## config.mk

```make
export PLATFORM = sky130hd
export DESIGN_NAME = clk_period_meter
export DESIGN_NICKNAME = d
export VERILOG_FILES = /design/src/rtl/clk_period_meter.sv
export SDC_FILE = /design/constraint.sdc
export NUM_CORES = 1
export LEC_CHECK = 0
export ABC_AREA = 1
export CORE_MARGIN = 2
export CORE_UTILIZATION = 50
export CTS_CLUSTER_DIAMETER = 50
export DETAILED_ROUTE_END_ITERATION = 7
export PLACE_DENSITY = 0.75
export SETUP_SLACK_MARGIN = 0.1
export SLEW_MARGIN = 30
export SYNTH_ARGS = -nofsm -noshare
export SYNTH_HDL_FRONTEND = slang
export SYNTH_SLANG_ARGS = --single-unit
```

## constraint.sdc

```tcl
create_clock -name clk -period 3.65 [get_ports clk]
set_clock_uncertainty 0.15 [all_clocks]
set_input_delay 0.73 -clock clk [delete_from_list [all_inputs] [get_ports clk]]
set_output_delay 0.73 -clock clk [all_outputs]
set_load 0.02 [all_outputs]
```

## src/rtl/clk_period_meter.sv

```systemverilog
// Measures an asynchronous clk_in against clk: period, high time, lock and
// loss-of-activity detection, all in clk cycles.
module clk_period_meter #(
    parameter int unsigned CNT_W    = 16,
    parameter int unsigned LOCK_CNT = 4,
    parameter int unsigned TOL      = 1
) (
    input  logic             clk,
    input  logic             reset,
    input  logic             clk_in,
    output logic [CNT_W-1:0] period,
    output logic [CNT_W-1:0] high_time,
    output logic             meas_valid,
    output logic             locked,
    output logic             timeout
);

    localparam int unsigned MATCH_W = $clog2(LOCK_CNT + 1);
    localparam logic [CNT_W-1:0]   CNT_MAX   = '1;
    localparam logic [CNT_W-1:0]   CNT_ONE   = CNT_W'(1);
    localparam logic [MATCH_W-1:0] MATCH_MAX = MATCH_W'(LOCK_CNT);
    localparam logic [MATCH_W-1:0] MATCH_ONE = MATCH_W'(1);
    localparam logic [CNT_W:0]     TOL_V     = (CNT_W + 1)'(TOL);

    typedef enum logic [1:0] {
        ST_IDLE    = 2'd0,
        ST_MEASURE = 2'd1,
        ST_TIMEOUT = 2'd2
    } state_t;

    state_t state, state_n;

    logic s1, s2, s3;
    logic rise_c, fall_c;

    logic [CNT_W-1:0]   cnt, cnt_n;
    logic [CNT_W-1:0]   hi_cap, hi_cap_n;
    logic [CNT_W-1:0]   prev, prev_n;
    logic               has_prev, has_prev_n;
    logic [MATCH_W-1:0] match, match_n;
    logic [CNT_W-1:0]   period_n, high_time_n;
    logic               meas_valid_n, locked_n, timeout_n;

    logic [CNT_W:0] diff_c, abs_diff_c;
    logic           within_tol_c;

    // Two-flop synchronizer plus a history flop for edge detection
    always_ff @(posedge clk or posedge reset) begin
        if (reset) begin
            s1 <= 1'b0;
            s2 <= 1'b0;
            s3 <= 1'b0;
        end else begin
            s1 <= clk_in;
            s2 <= s1;
            s3 <= s2;
        end
    end

    assign rise_c = s2 & ~s3;
    assign fall_c = ~s2 & s3;

    // One extra bit so the subtraction sign is visible without wrap
    assign diff_c       = {1'b0, cnt} - {1'b0, prev};
    assign abs_diff_c   = diff_c[CNT_W] ? ((CNT_W + 1)'(0) - diff_c) : diff_c;
    assign within_tol_c = (abs_diff_c <= TOL_V);

    always_ff @(posedge clk or posedge reset) begin
        if (reset) begin
            state      <= ST_IDLE;
            cnt        <= '0;
            hi_cap     <= '0;
            prev       <= '0;
            has_prev   <= 1'b0;
            match      <= '0;
            period     <= '0;
            high_time  <= '0;
            meas_valid <= 1'b0;
            locked     <= 1'b0;
            timeout    <= 1'b0;
        end else begin
            state      <= state_n;
            cnt        <= cnt_n;
            hi_cap     <= hi_cap_n;
            prev       <= prev_n;
            has_prev   <= has_prev_n;
            match      <= match_n;
            period     <= period_n;
            high_time  <= high_time_n;
            meas_valid <= meas_valid_n;
            locked     <= locked_n;
            timeout    <= timeout_n;
        end
    end

    // Next-state and datapath; an edge arriving as cnt hits max wins over timeout
    always_comb begin
        state_n      = state;
        cnt_n        = cnt;
        hi_cap_n     = hi_cap;
        prev_n       = prev;
        has_prev_n   = has_prev;
        match_n      = match;
        period_n     = period;
        high_time_n  = high_time;
        meas_valid_n = 1'b0;
        locked_n     = locked;
        timeout_n    = timeout;

        case (state)
            ST_IDLE: begin
                cnt_n = '0;
                if (rise_c) begin
                    cnt_n   = CNT_ONE;
                    state_n = ST_MEASURE;
                end
            end

            ST_MEASURE: begin
                cnt_n = cnt + CNT_ONE;
                if (fall_c) begin
                    hi_cap_n = cnt;
                end
                if (rise_c) begin
                    period_n     = cnt;
                    high_time_n  = hi_cap;
                    meas_valid_n = 1'b1;
                    cnt_n        = CNT_ONE;
                    prev_n       = cnt;
                    has_prev_n   = 1'b1;
                    if (!has_prev || !within_tol_c) begin
                        match_n = '0;
                    end else if (match != MATCH_MAX) begin
                        match_n = match + MATCH_ONE;
                    end
                    locked_n = (match_n == MATCH_MAX);
                end else if (cnt == CNT_MAX) begin
                    state_n    = ST_TIMEOUT;
                    cnt_n      = cnt;
                    timeout_n  = 1'b1;
                    locked_n   = 1'b0;
                    match_n    = '0;
                    has_prev_n = 1'b0;
                end
            end

            ST_TIMEOUT: begin
                if (rise_c) begin
                    cnt_n     = CNT_ONE;
                    timeout_n = 1'b0;
                    state_n   = ST_MEASURE;
                end
            end

            default: begin
                state_n = ST_IDLE;
                cnt_n   = '0;
            end
        endcase
    end

endmodule

```

# Word level (Yosys, flattened, before mapping)

Index checks and enable logic that the tools add are counted.

Output and inout port bits: 35
Register bits after elaboration: 76
Input port bits: 3
Word-level logic and storage cells: 70

Magnitude comparators: 1
Add/sub/neg operators: 4
Reductions and logical operators: 13
Bitwise operators: 4
Equality and inequality tests: 10
Multiplexer cells: 25

Operators with widths:

| cell                  | count |
|---|---|
| $mux 16               | 3 |
| $pmux 16 s3           | 1 |
| $mux 3                | 6 |
| $le 17x1->1 const B   | 1 |
| $mux 17               | 1 |
| $sub 1x17->17 const A | 1 |
| $sub 16x16->17        | 1 |
| $add 16x1->16 const B | 1 |
| $eq 16x16->1 const B  | 1 |
| $mux 1                | 9 |
| $reduce_and 2->1      | 4 |
| $mux 2                | 3 |
| $ne 2x2->1 const B    | 3 |
| $ne 3x3->1 const B    | 2 |
| $pmux 2 s2            | 1 |
| $reduce_and 4->1      | 1 |
| $reduce_bool 2->1     | 2 |
| $add 3x1->3 const B   | 1 |
| $eq 3x3->1 const B    | 1 |
| $reduce_and 3->1      | 1 |
| $and 1x1->1           | 2 |
| $eq 2x1->1 const B    | 1 |
| $eq 2x2->1 const B    | 1 |
| $logic_not 1->1       | 2 |
| other kinds (6)       | 7 |

# Logic depth before layout (Yosys ltp)

Depth after elaboration: 11
Gate-level depth with buffers: 23
Mapped depth without buffers: 23

# Worst setup path after synthesis

OpenSTA, ideal clock, no wires.

Path type: register to register
From: register prev[0]
To: register match[0]
Required time: 3.426 ns
Data arrival time: 2.581 ns
Cell stages (with the launch flop): 18
Buffers on the path: 0
Library setup time: 0.074 ns
Slack: 0.845 ns
Period minus slack after synthesis: 2.805 ns
Cell sequence: dfrtp_1 ha_1 fa_1 ha_1 inv_1 a21oi_1 nand3_2 nor2_2 nand3_2 nor2_4 nand2_1 nand2_1 nand3_1 nand2_1 nand3_2 nor2_4 nand3_1 o21ai_2

Longest elaborated chain between the ends: 10

Ends and longest elaborated chain:

| item                   | RTL line | text |
|---|---|---|
| from (decl)            | 38       | `logic [CNT_W-1:0] prev, prev_n;` |
| from (signal assigned) | 85       | `prev <= prev_n;` |
| $sub 16x16->17 (*)     | 64       | `assign diff_c = {1'b0, cnt} - {1'b0, prev};` |
| $sub 1x17->17          | 65       | `assign abs_diff_c = diff_c[CNT_W] ? ((CNT_W + 1)'(0) - diff_c) : diff_c;` |
| $mux 17 (*)            | 65       |  |
| $le 17x1->1 (*)        | 66       | `assign within_tol_c = (abs_diff_c <= TOL_V);` |
| $logic_not 1->1 (*)    | 131      | `if (!has_prev \|\| !within_tol_c) begin` |
| $logic_or 1x1->1 (*)   | 131      |  |
| $mux 3 (*)             | 131      |  |
| $mux 3 (*)             | 124      | `if (rise_c) begin` |
| $mux 3 (*)             | 110      | `case (state)` |
| $mux 3 (*)             | 124      |  |
| to (signal assigned)   | 87       | `match <= match_n;` |
| to (decl)              | 40       | `logic [MATCH_W-1:0] match, match_n;` |

Every way passes the cells marked *; elsewhere a longest branch is shown, timed or not. The select of a mux whose other input is x is not followed.
A chain may end at the register's enable or synchronous reset.

# Worst setup path in the final report

From: register cnt[0]
To: register match[0]

Longest elaborated chain between the ends: 10
Elaborated cells between the ends (all ways): 13
Classes of those cells: add/sub: 2; order compare: 1; eq/ne: 1; mux: 5; reduce/logical: 4

Ends and longest elaborated chain:

| item                   | RTL line | text |
|---|---|---|
| from (decl)            | 36       | `logic [CNT_W-1:0] cnt, cnt_n;` |
| from (signal assigned) | 83       | `cnt <= cnt_n;` |
| $sub 16x16->17         | 64       |  |
| $sub 1x17->17          | 65       |  |
| $mux 17                | 65       |  |
| $le 17x1->1            | 66       |  |
| $logic_not 1->1        | 131      |  |
| $logic_or 1x1->1       | 131      |  |
| $mux 3                 | 131      |  |
| $mux 3                 | 124      |  |
| $mux 3                 | 110      |  |
| $mux 3                 | 124      |  |

Parallel ways exist; a longest one is shown, timed or not. The select of a mux whose other input is x is not followed.

==> impl_metrics.ini <==
[synthesis]
synth_top_family_by_area = simple AND/OR/NAND/NOR gates
synth_edf_count = 0
ys_types = 39
yosysSeqAreaShare = 0.3958
synth_fa_ha_area_frac = 0.05625
synthTopCellsByArea = dfrtp_1 40%, nand2_1 19%, inv_1 8.0%, ha_1 5.2%, nand3_1 5.2%
synth_compound_area_frac = 0.09427
synthSimpleGateAreaFrac = 0.3456
yosysTopAreaCell = dfrtp_1
synth-seq-cells = 76
muxShareOfSynthArea = 0
async_reset_ff_frac = 1.000
yosysMostFrequentCell = nand2_1
netlist_instances = 686
yosys_warnings = 0
synthesis.area_um2 = 4805
avgSynthCellArea_um2 = 7.004
ys.flop_type = dfrtp_1
synth_commonest_cells = 242 x nand2_1, 103 x inv_1, 76 x dfrtp_1
synth-xor-area-share = 0.01094
syn_nets = 710
yosysTopAreaCellShare = 0.3958

[power_and_ir_drop]
fin_total_pwr_w = 0.004006
swShare = 0.5074
p_per_area_nw_per_um2 = 730.7
power_frac_clock = 0.139
power_frac_comb = 0.614
p_switching_w = 0.002033
p_leak_nw = 2.900
internal-power_w = 0.001973
p_seq_frac = 0.247
peakVddDrop_uv = 342.2

[sta]
worstMarginPinSlew_ns = 0.8833
tns_ns = 0
timing.final.crit_share = 0.8865
relSlewSlack = 0.4097
rsz0062_at_grt = false
drv_slew = 0
period_needed_ns = 3.236
setup-violations-final = 0
max_freq_mhz = 309.1
finalHoldViolCount = 0

[placed_design]
dp.final_hpwl_mm = 8.473
portBuffers = 37
place_congestion = 0.8862

[global_routing]
grt_max_degree = 59
grt_use_total = 0.2306
overflow = 0
first_global_vias = 4334
grt_first_pass_wirelength_mm = 19.21
antenna_found_initial = 0

[cts]
cts_root_buffer = clkbuf_8
clk_path_buf_depth = 2
clk_transition_reported_paths_ns = 0.08
cts_tree = built
clock_sinks = 76
cts_resized = 0
postCtsHoldBufs = 0
clk_latency_ns = 0.35
cts_buffers = 9
cts_setup_buffers = 0
h-tree-depth = 3

[flow_run]
cap_violations = 0

[finish]
fillerInstances = 861
n_antenna_cell = 0
areaGrowthSynthToFinish_pct = 14.11
drive_gt1_frac = 0.07945
layout.nets = 749

[worst_setup_path]
rrSetupSlack_ns = 0.41
arrival_ns = 3.35
critPathMaxFanout = 18
critPathKind = reg -> reg
worstPathRequired_ns = 3.77
regToRegStartpoint = cnt[0]$_DFFE_PP0P_
crit_path_end_kind = register
r2r_end = match[0]$_DFFE_PP0P_
start_kind = register
reg2reg_depth = 18

[drt]
ant_nets = 0
vias = 4450
vias_per_cell = 5.180
wl_mm = 11.06
wl_per_cell_um = 12.87
drc = 0
first_pass_iters = 5
drt_iter0_markers = 211

[die]
die_area_um2 = 10410
coreArea_um2 = 9284
fp.dieW_um = 102.0
start_util = 0.5175
ioPinCount = 38
fp.dieH_um = 102.0
rows = 35

[worst_hold_path]
hold_end = s2$_DFF_PP0_
whs_path_depth = 0
hold_path.class = reg -> reg
hp-start = s1$_DFF_PP0_

[status]
status = completed
[power groups by stage]
stage                     clock network, W  logic, W  registers, W
final                             0.000557   0.00246      0.000991
after global routing              0.000610   0.00277       0.00100
after CTS                         0.000568   0.00241      0.000989
after detailed placement                 0   0.00240       0.00100
after global placement                   0   0.00234      0.000999
after floorplan                          0   0.00185       0.00104
[kinds of logic (layout without fill, tap and decap cells)]
logic type	Yosys count	in the layout
and+or+nand+nor	381	381
DFF	76	76
buffers and inverters	121	165
adders and majority gates	21	21
xor gates and xnor gates	6	6
AOI/OAI and AO/OA	81	81
[cell type report]
| class | instances | area (um^2) | area share |
|---|---|---|---|
| clock buffers | 11 | 131.4 | 0.02396 |
| clock inverters | 5 | 35.03 | 0.006390 |
| inverters | 109 | 409.1 | 0.07462 |
| multi-input cells | 489 | 2439 | 0.4448 |
| flip-flops and latches | 76 | 1902 | 0.3469 |
| well taps | 129 | 161.4 | 0.02944 |
| repair buffers | 40 | 405.4 | 0.07394 |
[through the flow]
step                      instances  cell area (um^2)  utilization  worst slack [ns]  hold slack [ns]
after floorplan                 686              4805            -            0.8317           0.1812
after global placement          843              5316       0.5726            0.6579           0.1845
after detailed placement        843              5316       0.5726            0.4935           0.1976
after CTS                       859              5483       0.5906            0.4827           0.2199
after global routing            859              5483       0.5906            0.1152           0.2220
final                           859              5483       0.5906            0.4144           0.2164
[per-layer routing]
layer,GRT usage,vias up,wire length [um]
met1,0.2990,2093,5086
li1,-,2240,-
met2,0.4008,101,5410
met5,0,-,0
met3,0.03557,16,424
met4,0.06769,0,135
[worst max-delay path: stages, from the launching register on]
cell	delay, ns
dfrtp_1	0.40
inv_1	0.14
ha_1	0.21
fa_1	0.20
inv_1	0.08
nand2_2	0.08
nand2_1	0.11
nand3_2	0.11
nand2_2	0.10
a21oi_4	0.41
inv_2	0.12
nor2_1	0.16
xor2_1	0.16
nand3_1	0.09
nor2_1	0.20
nand3_2	0.12
nor2_4	0.13
nand3_1	0.09
o21ai_2	0.08
[cell usage in the layout (no fill, tap or decap), types with 2 or more instances in the layout]
cell type / n
nand4_1: 7
clkbuf_8: 9
nor2_4: 2
a31oi_1: 2
clkinv_2: 2
a211oi_1: 2
o21ai_0: 47
nand3b_1: 3
xor2_1: 6
nor2_1: 39
a21oi_1: 20
nor2_2: 6
clkdlybuf4s50_1: 37
nor3_1: 8
nand2_2: 10
clkbuf_1: 2
or2_2: 2
nand3_2: 6
nor3_2: 3
inv_1: 102
ha_1: 20
inv_6: 2
nand3_1: 50
nand2_1: 242
buf_4: 2
a21oi_2: 2
inv_2: 7
dfrtp_1: 76
[worst max path at each step]
stage	from	endpoint	slack [ns]
after detailed placement	cnt[0]$_DFFE_PP0P_	match[0]$_DFFE_PP0P_	0.49
final	cnt[0]$_DFFE_PP0P_	match[0]$_DFFE_PP0P_	0.41
after floorplan	reset	cnt[0]$_DFFE_PP0P_	0.83
after global routing	cnt[0]$_DFFE_PP0P_	match[0]$_DFFE_PP0P_	0.12
after global placement	cnt[0]$_DFFE_PP0P_	match[0]$_DFFE_PP0P_	0.66
after CTS	cnt[0]$_DFFE_PP0P_	match[0]$_DFFE_PP0P_	0.48
[state kept, by name, indices dropped and copies added, names as in the netlist]
| register | flops |
|---|---|
| s2 | 1 |
| state | 2 |
| locked | 1 |
| match | 3 |
| high_time | 16 |
| s1 | 1 |
| cnt | 16 |
| has_prev | 1 |
| hi_cap | 16 |
| meas_valid | 1 |
| timeout | 1 |
| s3 | 1 |
| prev | 16 |
Note: power is estimated with default switching activity, not from simulation.
